### src/rtl/adc_seq_pkg.sv
// adc_seq_pkg: shared state encoding and default widths for the ADC sample sequencer
package adc_seq_pkg;
  typedef enum logic [1:0] {IDLE, REQ, WAIT, HOLD} state_e;
  localparam int DW_DEF  = 8;
  localparam int TSW_DEF = 32;
  localparam int PW_DEF  = 16;
  localparam int TMO_DEF = 15;
  localparam int OVR_MAX = 255;
endpackage

### src/rtl/sample_hold_reg.sv
// sample_hold_reg: single-entry valid/ready output register; drops new samples when full and counts them
module sample_hold_reg
  import adc_seq_pkg::*;
#(
  parameter int DW  = DW_DEF,
  parameter int TSW = TSW_DEF
) (
  input  logic           clk,
  input  logic           reset,
  input  logic           cap_i,
  input  logic [DW-1:0]  dat_i,
  input  logic [TSW-1:0] time_i,
  input  logic           ready_i,
  output logic           valid_o,
  output logic [DW-1:0]  data_o,
  output logic [TSW-1:0] time_o,
  output logic [7:0]     ovr_o
);
  logic           valid_q, valid_d, load;
  logic [DW-1:0]  data_q, data_d;
  logic [TSW-1:0] time_q, time_d;
  logic [7:0]     ovr_q, ovr_d;
  // a slot being drained this cycle may be refilled on the same edge
  always_comb begin
    load    = cap_i && (!valid_q || ready_i);
    valid_d = load || (valid_q && !ready_i);
    data_d  = load ? dat_i : data_q;
    time_d  = load ? time_i : time_q;
    ovr_d   = (cap_i && !load && ovr_q != 8'(OVR_MAX)) ? ovr_q + 8'd1 : ovr_q;
  end
  always_ff @(posedge clk or negedge reset) begin
    if (!reset) begin
      valid_q <= 1'b0;
      data_q  <= '0;
      time_q  <= '0;
      ovr_q   <= '0;
    end else begin
      valid_q <= valid_d;
      data_q  <= data_d;
      time_q  <= time_d;
      ovr_q   <= ovr_d;
    end
  end
  assign valid_o = valid_q;
  assign data_o  = data_q;
  assign time_o  = time_q;
  assign ovr_o   = ovr_q;
endmodule

### src/rtl/adc_sample_sequencer.sv
// adc_sample_sequencer: paces ADC requests, waits for rdy with timeout, and
// hands timestamped samples to the cache through a single-entry output register
module adc_sample_sequencer
  import adc_seq_pkg::*;
#(
  parameter int DW  = DW_DEF,
  parameter int TSW = TSW_DEF,
  parameter int PW  = PW_DEF,
  parameter int TMO = TMO_DEF
) (
  input  logic           clk,
  input  logic           reset,
  input  logic           start,
  input  logic [PW-1:0]  period,
  output logic           adc_req,
  input  logic           adc_rdy,
  input  logic [DW-1:0]  adc_dat,
  output logic           smp_valid,
  input  logic           smp_ready,
  output logic [DW-1:0]  smp_data,
  output logic [TSW-1:0] smp_time,
  output logic           busy,
  output logic           tmo_err,
  output logic [7:0]     ovr_cnt
);
  localparam int TW = ($clog2(TMO) > 0) ? $clog2(TMO) : 1;
  state_e         state_q;
  logic [TSW-1:0] ts_q, req_time_q;
  logic [PW-1:0]  pcnt_q;
  logic [TW-1:0]  tcnt_q;
  logic           adc_req_q, busy_q, tmo_err_q, cap;
  assign cap = (state_q == WAIT) && adc_rdy;
  // counters are loaded one below their nominal value because the REQ edge
  // already counts as the first elapsed cycle; HOLD then reads exact spacing
  always_ff @(posedge clk or negedge reset) begin
    if (!reset) begin
      state_q    <= IDLE;
      ts_q       <= '0;
      req_time_q <= '0;
      pcnt_q     <= '0;
      tcnt_q     <= '0;
      adc_req_q  <= 1'b0;
      busy_q     <= 1'b0;
      tmo_err_q  <= 1'b0;
    end else begin
      ts_q      <= ts_q + 1'b1;
      adc_req_q <= 1'b0;
      tmo_err_q <= 1'b0;
      if (pcnt_q != '0) pcnt_q <= pcnt_q - 1'b1;
      case (state_q)
        IDLE: if (start) begin
          state_q   <= REQ;
          adc_req_q <= 1'b1;
          busy_q    <= 1'b1;
        end
        REQ: begin
          state_q    <= WAIT;
          req_time_q <= ts_q;
          pcnt_q     <= (period > PW'(1)) ? period - PW'(2) : '0;
          tcnt_q     <= TW'(TMO - 1);
        end
        WAIT: if (adc_rdy) state_q <= HOLD;
          else if (tcnt_q == '0) begin
            state_q   <= HOLD;
            tmo_err_q <= 1'b1;
          end else tcnt_q <= tcnt_q - 1'b1;
        HOLD: if (pcnt_q == '0) begin
          state_q   <= start ? REQ : IDLE;
          adc_req_q <= start;
          busy_q    <= start;
        end
        default: state_q <= IDLE;
      endcase
    end
  end
  sample_hold_reg #(.DW(DW), .TSW(TSW)) u_hold (
    .clk     (clk),
    .reset   (reset),
    .cap_i   (cap),
    .dat_i   (adc_dat),
    .time_i  (req_time_q),
    .ready_i (smp_ready),
    .valid_o (smp_valid),
    .data_o  (smp_data),
    .time_o  (smp_time),
    .ovr_o   (ovr_cnt)
  );
  assign adc_req = adc_req_q;
  assign busy    = busy_q;
  assign tmo_err = tmo_err_q;
endmodule

### config.mk
export PLATFORM = sky130hd
export DESIGN_NAME = adc_sample_sequencer
export DESIGN_NICKNAME = d
export VERILOG_FILES = /design/src/rtl/adc_seq_pkg.sv /design/src/rtl/sample_hold_reg.sv /design/src/rtl/adc_sample_sequencer.sv
export SDC_FILE = /design/constraint.sdc
export NUM_CORES = 1
export LEC_CHECK = 0
export BUFFER_PORTS_ARGS = -buffer_cell sky130_fd_sc_hd__buf_2
export CAP_MARGIN = 20
export CORE_MARGIN = 2
export CORE_UTILIZATION = 60
export CTS_CLUSTER_DIAMETER = 80
export DETAILED_ROUTE_END_ITERATION = 6
export GPL_TIMING_DRIVEN = 0
export PLACE_DENSITY = 0.89
export SYNTH_ARGS = -nofsm -noshare
export SYNTH_HDL_FRONTEND = slang
export SYNTH_SLANG_ARGS = --single-unit
### constraint.sdc
create_clock -name clk -period 3.1 [get_ports clk]
set_clock_uncertainty 0.1 [all_clocks]
set_input_delay 0.155 -clock clk [delete_from_list [all_inputs] [get_ports clk]]
set_output_delay 0.155 -clock clk [all_outputs]
set_load 0.03 [all_outputs]
==> flow_summary.yaml, run 1 <==
detailed_routing:
  first_pass_iters: 5
  wl_um: 13650
  drt_iter0_drc: 224
  ant_nets: 0
  route.vias.total: 4491
  vias_per_cell: 5.772
  drc: 0
  wire_per_inst_um: 17.54
timing:
  setup_viol: 0
  slew_headroom_pct: 34.33
  slew_viol_final: 0
  hold_violations: 0
  fin_tns_setup_ps: 0
  fmax_ghz: 0.3559
  rsz0062_at_grt: "no"
  worst_slew_pin_slew_ps: 976.1
  period_needed_ps: 2810
  finalCritPeriodShare_pct: 90.63
floorplanning:
  boundaryPins: 81
  fp.dieW_um: 105.4
  core_area_um2: 10140
  die_h_um: 105.4
  start_util_pct: 60.84
  core.rowCount: 37
  die-area_um2: 11110
critical_path:
  startpoint_type: "register"
  cp_slowest_cell: "dlygate4sd3_1"
  crit_chain: "inv_1 > ha_1 > buf_1 > buf_1 > nand2_1 > o221ai_1 > dlygate4sd3_1"
  slowest_delay_ps: 580
  end_kind: "register"
  cpMostUsedCell: "buf_1"
  critPathMaxFanout: 10
  critPathArrivalTime_ps: 3180
  worst_ep_required_time_ps: 3470
  path_class: "register to register"
grt:
  gr-usage-met2_pct: 43.13
  track_usage_pct: 26.44
  grt_use_met3_pct: 7.545
  antenna_found_initial: 0
  grt_max_degree: 86
  overflow: 0
  busiest_layer: "met2"
  grt_pass1_wl_um: 22670
  grt_pass1_vias: 4648
  grt_use_met1_pct: 31.77
finish:
  multiInputGateArea_um2: 2597
  drive_above_1_share_pct: 31.46
  final_common_cell: "dfrtp_1"
  final_nets: 669
  syn_to_final_growth_pct: 26.86
  fin_util_pct: 77.18
  final_cell_mix: "138 x dfrtp_1, 83 x buf_2, 72 x mux2_2"
  n_antenna_cell: 0
  regArea_um2: 3453
  nFillCells: 565
power:
  total_power_mw: 6.481
  vdd_drop_max_mv: 0.5525
  p_per_area_nw_per_um2: 828.3
  power.leakage_nw: 3.833
clocking:
  clkLatencyLatePin_ps: 540
  cts.sinks: 138
  clkTransAtPathRegs_ps: 60
  numCtsBuffers: 17
  cts_buffer_depth: 2
  cts_setup_buffers: 0
  cts_tree: "yes"
  root_buffer: "clkbuf_8"
  h-tree-depth: 4
worst_hold_path:
  hold_path.class: "input pin to async pin"
yosys:
  synth_edf_count: 0
  syn_inst: 495
  syn_area_um2: 6168
  synth_flop_cell: "dfrtp_1"
  synth_cell_types: 50
  async_reset_ff_share_pct: 100.0
  synth_area_per_cell_um2: 12.46
  synth-seq-cells: 138
  syn-num-nets: 535
  yosysWarnings: 0
  seq_area_frac_synth_pct: 55.98
job:
  timing.max_cap.violations: 0
outcome:
  status: "finished clean"
placement:
  numPortBuffers: 80
  place.gp.congestion: 0.8582
  dp_hpwl_um: 8793
[where the power goes]
part	leakage, nW	switching (mW)	total, mW	internal (mW)
Combinational	1.68	1.02	1.72	0.697
Clock	0.345	0.742	2.41	1.67
Sequential	1.81	0.261	2.35	2.09
Total	3.83	2.02	6.48	4.46
[synth_stat cells (2+ instances only)]
library cell / count / area share [%]
mux2_2: 72 / 13
inv_1: 21 / 1.3
nand3_1: 22 / 1.8
o221ai_1: 3 / 0.43
o21ai_0: 6 / 0.49
a21oi_1: 8 / 0.65
or2_2: 2 / 0.20
nor4_4: 3 / 1.0
mux2i_1: 8 / 1.3
nand2b_1: 2 / 0.20
nor2_1: 21 / 1.3
buf_1: 4 / 0.24
dfrtp_1: 138 / 56
and2_1: 4 / 0.41
xnor2_1: 33 / 4.7
nand2_1: 35 / 2.1
and3_1: 7 / 0.71
nor4_1: 2 / 0.20
nor4b_2: 2 / 0.49
nand4b_1: 4 / 0.57
buf_2: 4 / 0.32
nor3_1: 16 / 1.3
nor2b_1: 3 / 0.30
and4_1: 3 / 0.43
o22ai_1: 9 / 0.91
ha_1: 11 / 2.2
nand4_1: 6 / 0.61
or4_1: 2 / 0.24
nor3b_1: 2 / 0.24
xor2_1: 22 / 3.1
[metrics by stage]
step                      hold slack (ps)  cell area [um2]  cells  setup WS [ps]
after global placement              286.7             6739    711          48.69
after detailed placement            47.78             6773    712          545.8
after CTS                           38.14             7825    778          257.4
after global routing                67.76             7825    778          46.04
final                               35.31             7825    778          290.4
after floorplan                    -240.6             6168    495           1078
[state kept, by name (all words and copies together) (netlist names)]
signal          cells
adc_req             1
tcnt_q              4
u_hold.ovr_o        8
req_time_q         32
state_q             2
tmo_err             1
pcnt_q             16
u_hold.time_o      32
u_hold.valid_o      1
u_hold.data_o       8
busy                1
ts_q               32
[metal layers]
| layer | vias to the layer above | part of all wire, % | routed length, um |
|---|---|---|---|
| met2 | 168 | 51 | 6967 |
| met5 | - | 0 | 0 |
| met3 | 45 | 5.7 | 777 |
| met4 | 0 | 3.3 | 446 |
| li1 | 2015 | - | - |
| met1 | 2263 | 40 | 5455 |
[critical path, delay by kind of cell (launching register included)]
kind / cells / cell delay, ps
DFF: 1 / 410
buffers and inverters: 4 / 1660
and+or+nand+nor: 1 / 110
adders and majority gates: 1 / 270
AOI/OAI and AO/OA: 1 / 190
[layout make-up]
cell class,instances,share of cell area (%)
Buffer,9,0.4957
Clock buffer,20,5.692
Clock inverter,12,3.406
Inverter,21,1.007
Multi-Input combinational cell,327,33.19
Sequential cell,138,44.13
Tap cell,136,2.175
Timing Repair Buffer,115,9.898
[what timing repair did]
item,CTS,global route
resized for setup,0,0
hold buffers,34,0
hold endpoints to repair,170,0
[path summary, 6_finish.rpt]
check                           startpoint  depth (start not counted)          endpoint  slack, ps
min in group clk                adc_dat[1]                          3  u_hold.data_o[1]        290
worst min-delay path                 reset                          2     req_time_q[7]         40
max in group asynchronous            reset                          3  u_hold.data_o[5]       2120
worst max register to register  state_q[1]                          7        pcnt_q[13]        290
worst max-delay path            state_q[1]                          7        pcnt_q[13]        290
worst min register to register    ts_q[31]                          1          ts_q[31]        370
[kinds of logic (layout without fill, tap and decap cells)]
group / after synthesis / in the layout / synth area share (%)
flops: 138 / 138 / 55.98
simple gates: 144 / 144 / 13.63
fa+ha+maj: 11 / 11 / 2.231
xor+xnor: 55 / 55 / 7.809
buf+inv: 30 / 177 / 1.907
compound gates: 37 / 37 / 3.996
mux: 80 / 80 / 14.44
(Power assumes the default switching activity.)
==> run 2: changes to the inputs <==
--- a/config.mk
+++ b/config.mk
@@ -7,7 +7,6 @@
 export LEC_CHECK = 0
 export BUFFER_PORTS_ARGS = -buffer_cell sky130_fd_sc_hd__buf_2
 export CAP_MARGIN = 20
-export CORE_MARGIN = 2
 export CORE_UTILIZATION = 60
 export CTS_CLUSTER_DIAMETER = 80
 export DETAILED_ROUTE_END_ITERATION = 6
==> run 2 against run 1 <==
Compared with the run above: setup slack worse by 130 ps; combinational power grew 4%; via count up 5.8%; count of clock-buffer cells in the layout unchanged; die area is 3.8% lower; hold slack worse by 27 ps; critical path type unchanged; critical endpoint unchanged; largest cell class unchanged.
==> flow_summary.yaml, run 2 (synthesis results as in run 1) <==
outcome:
  status: "finished clean"
power:
  p_int_mw: 4.033
  power.leakage_nw: 3.753
  p_comb_share_pct: 28.9
  total_power_mw: 6.191
  switching_power_mw: 2.159
  p_per_area_nw_per_um2: 808.0
  sequentialPowerShare_pct: 38.4
  p_clk_share_pct: 32.7
  vdd_drop_max_mv: 0.7653
  sw_frac_of_total_pct: 34.87
critical_path:
  cp_top_family: "simple AND/OR/NAND/NOR gates"
  critPathMaxFanout: 10
  worst_ep_required_time_ps: 3390
  critPathArrivalTime_ps: 3230
  worst-path-buf-inv: 2
  startpoint_type: "register"
  slowest_delay_ps: 600
  cp_slowest_cell: "dlygate4sd3_1"
  end_kind: "register"
  path_class: "register to register"
  crit_chain: "inv_1 > ha_1 > nor4b_2 > nand4_2 > nand2_1 > o221ai_1 > dlygate4sd3_1"
placement:
  place.gp.congestion: 0.9095
  dp_hpwl_um: 8221
  numPortBuffers: 80
  place_ws_ps: 541.6
grt:
  grt_pass1_vias: 4974
  antenna_found_initial: 0
  overflow: 0
  grt_pass1_wl_um: 25390
  track_usage_pct: 32.47
  grt_max_degree: 100
floorplanning:
  core.rowCount: 36
  boundaryPins: 81
  core_area_um2: 9864
  fp.dieW_um: 103.4
  start_util_pct: 62.53
  die_h_um: 103.4
  die-area_um2: 10690
finish:
  nFillCells: 532
  final_common_cell: "dfrtp_1"
  final_cell_mix: "138 x dfrtp_1, 83 x buf_2, 72 x mux2_2"
  final_nets: 666
  fin_util_pct: 77.68
  drive_above_1_share_pct: 31.40
  syn_to_final_growth_pct: 24.22
clocking:
  cts.sinks: 138
  clkTransAtPathRegs_ps: 60
  cts_tree: "yes"
  numCtsBuffers: 17
  root_buffer: "clkbuf_8"
  cts_setup_buffers: 0
  h-tree-depth: 4
  clkLatencyLatePin_ps: 520
  cts_buffer_depth: 2
timing:
  slew_viol_final: 0
  rsz0062_at_grt: "no"
  hold_slack_ps: 8.534
  setup_viol: 0
  setup_ws_ps: 156.6
  period_needed_ps: 2943
  slew_headroom_pct: 33.17
  fmax_ghz: 0.3397
  fin_tns_setup_ps: 0
  finalCritPeriodShare_pct: 94.95
  worst_slew_pin_slew_ps: 993.3
  hold_violations: 0
detailed_routing:
  first_pass_iters: 6
  wl_um: 15770
  wire_per_inst_um: 20.45
  route.vias.total: 4751
  drc: 0
  ant_nets: 0
  vias_per_cell: 6.162
  drt_iter0_drc: 391
worst_hold_path:
  hold_path.class: "input pin to async pin"
job:
  timing.max_cap.violations: 0
-- run 2: changes by cell type in the layout (fill, tap and decap cells not counted) --
cell | before | now
bufinv_16 | 8 | 3
dlygate4sd3_1 | 34 | 31
clkinvlp_4 | 1 | 3
inv_6 | 0 | 2
buf_1 | 4 | 3
clkbuf_1 | 2 | 3
clkbuf_2 | 0 | 1
clkbuf_8 | 3 | 2
clkinv_2 | 2 | 1
diode_2 | 0 | 1
-- run 2: area by class of cell --
type	count	area (um2)	area share, %
diodes	1	2.502	0.03266
plain buffers	9	40.04	0.5225
clock buffers	20	435.4	5.683
clock inverters	10	143.9	1.878
inverters	21	78.83	1.029
multi-input cells	327	2597	33.90
flip-flops and latches	138	3453	45.07
well taps	133	166.4	2.172
repair buffers	112	744.5	9.716
-- run 2: through the flow --
stage | std cells | area (um2)
2_1_floorplan | 495 | 6168
3_3_place_gp | 708 | 6735
3_5_place_dp | 709 | 6769
4_1_cts | 770 | 7659
5_1_grt | 770 | 7660
6_report | 771 | 7662
-- run 2: power by group through the flow --
stage          Clock (mW)  Combinational [mW]  Sequential (mW)
3_3_place_gp            0                1.54             2.33
6_report             2.03                1.79             2.38
2_1_floorplan           0               0.948             2.55
4_1_cts              2.01                1.71             2.35
5_1_grt              2.11                1.91             2.40
3_5_place_dp            0                1.61             2.36
-- run 2: metal layers --
layer | track usage, % | wire, um | vias to the layer above
li1 | - | - | 2016
met1 | 39.77 | 5881 | 2344
met2 | 54.41 | 8032 | 293
met3 | 7.460 | 1103 | 98
met4 | 16.14 | 751 | 0
met5 | 0 | 0 | -
-- run 2: worst paths after layout --
kind / slack [ps] / endpoint / depth (start not counted) / start
setup / recovery: 160 / pcnt_q[13] / 7 / pcnt_q[0]
hold / removal: 9 / u_hold.time_o[8] / 2 / reset
setup reg to reg: 160 / pcnt_q[13] / 7 / pcnt_q[0]
hold reg to reg: 390 / ts_q[31] / 1 / ts_q[31]
max in group asynchronous: 2130 / pcnt_q[7] / 3 / reset
min in group clk: 50 / pcnt_q[4] / 4 / period[2]
-- run 2: worst register-to-register path, delay by kind of cell (launching register included) --
kind,cells,cell delay [ps]
AO/OA/AOI/OAI,1,150
adder cells (fa/ha/maj),1,200
buffers and inverters,2,730
flip-flops,1,420
AND/OR/NAND/NOR,3,1230
-- run 2: repair_timing --
action	CTS	global route
gates resized for setup	0	1
endpoints found under the hold margin	167	0
setup endpoints to repair	0	1
hold buffers	31	0
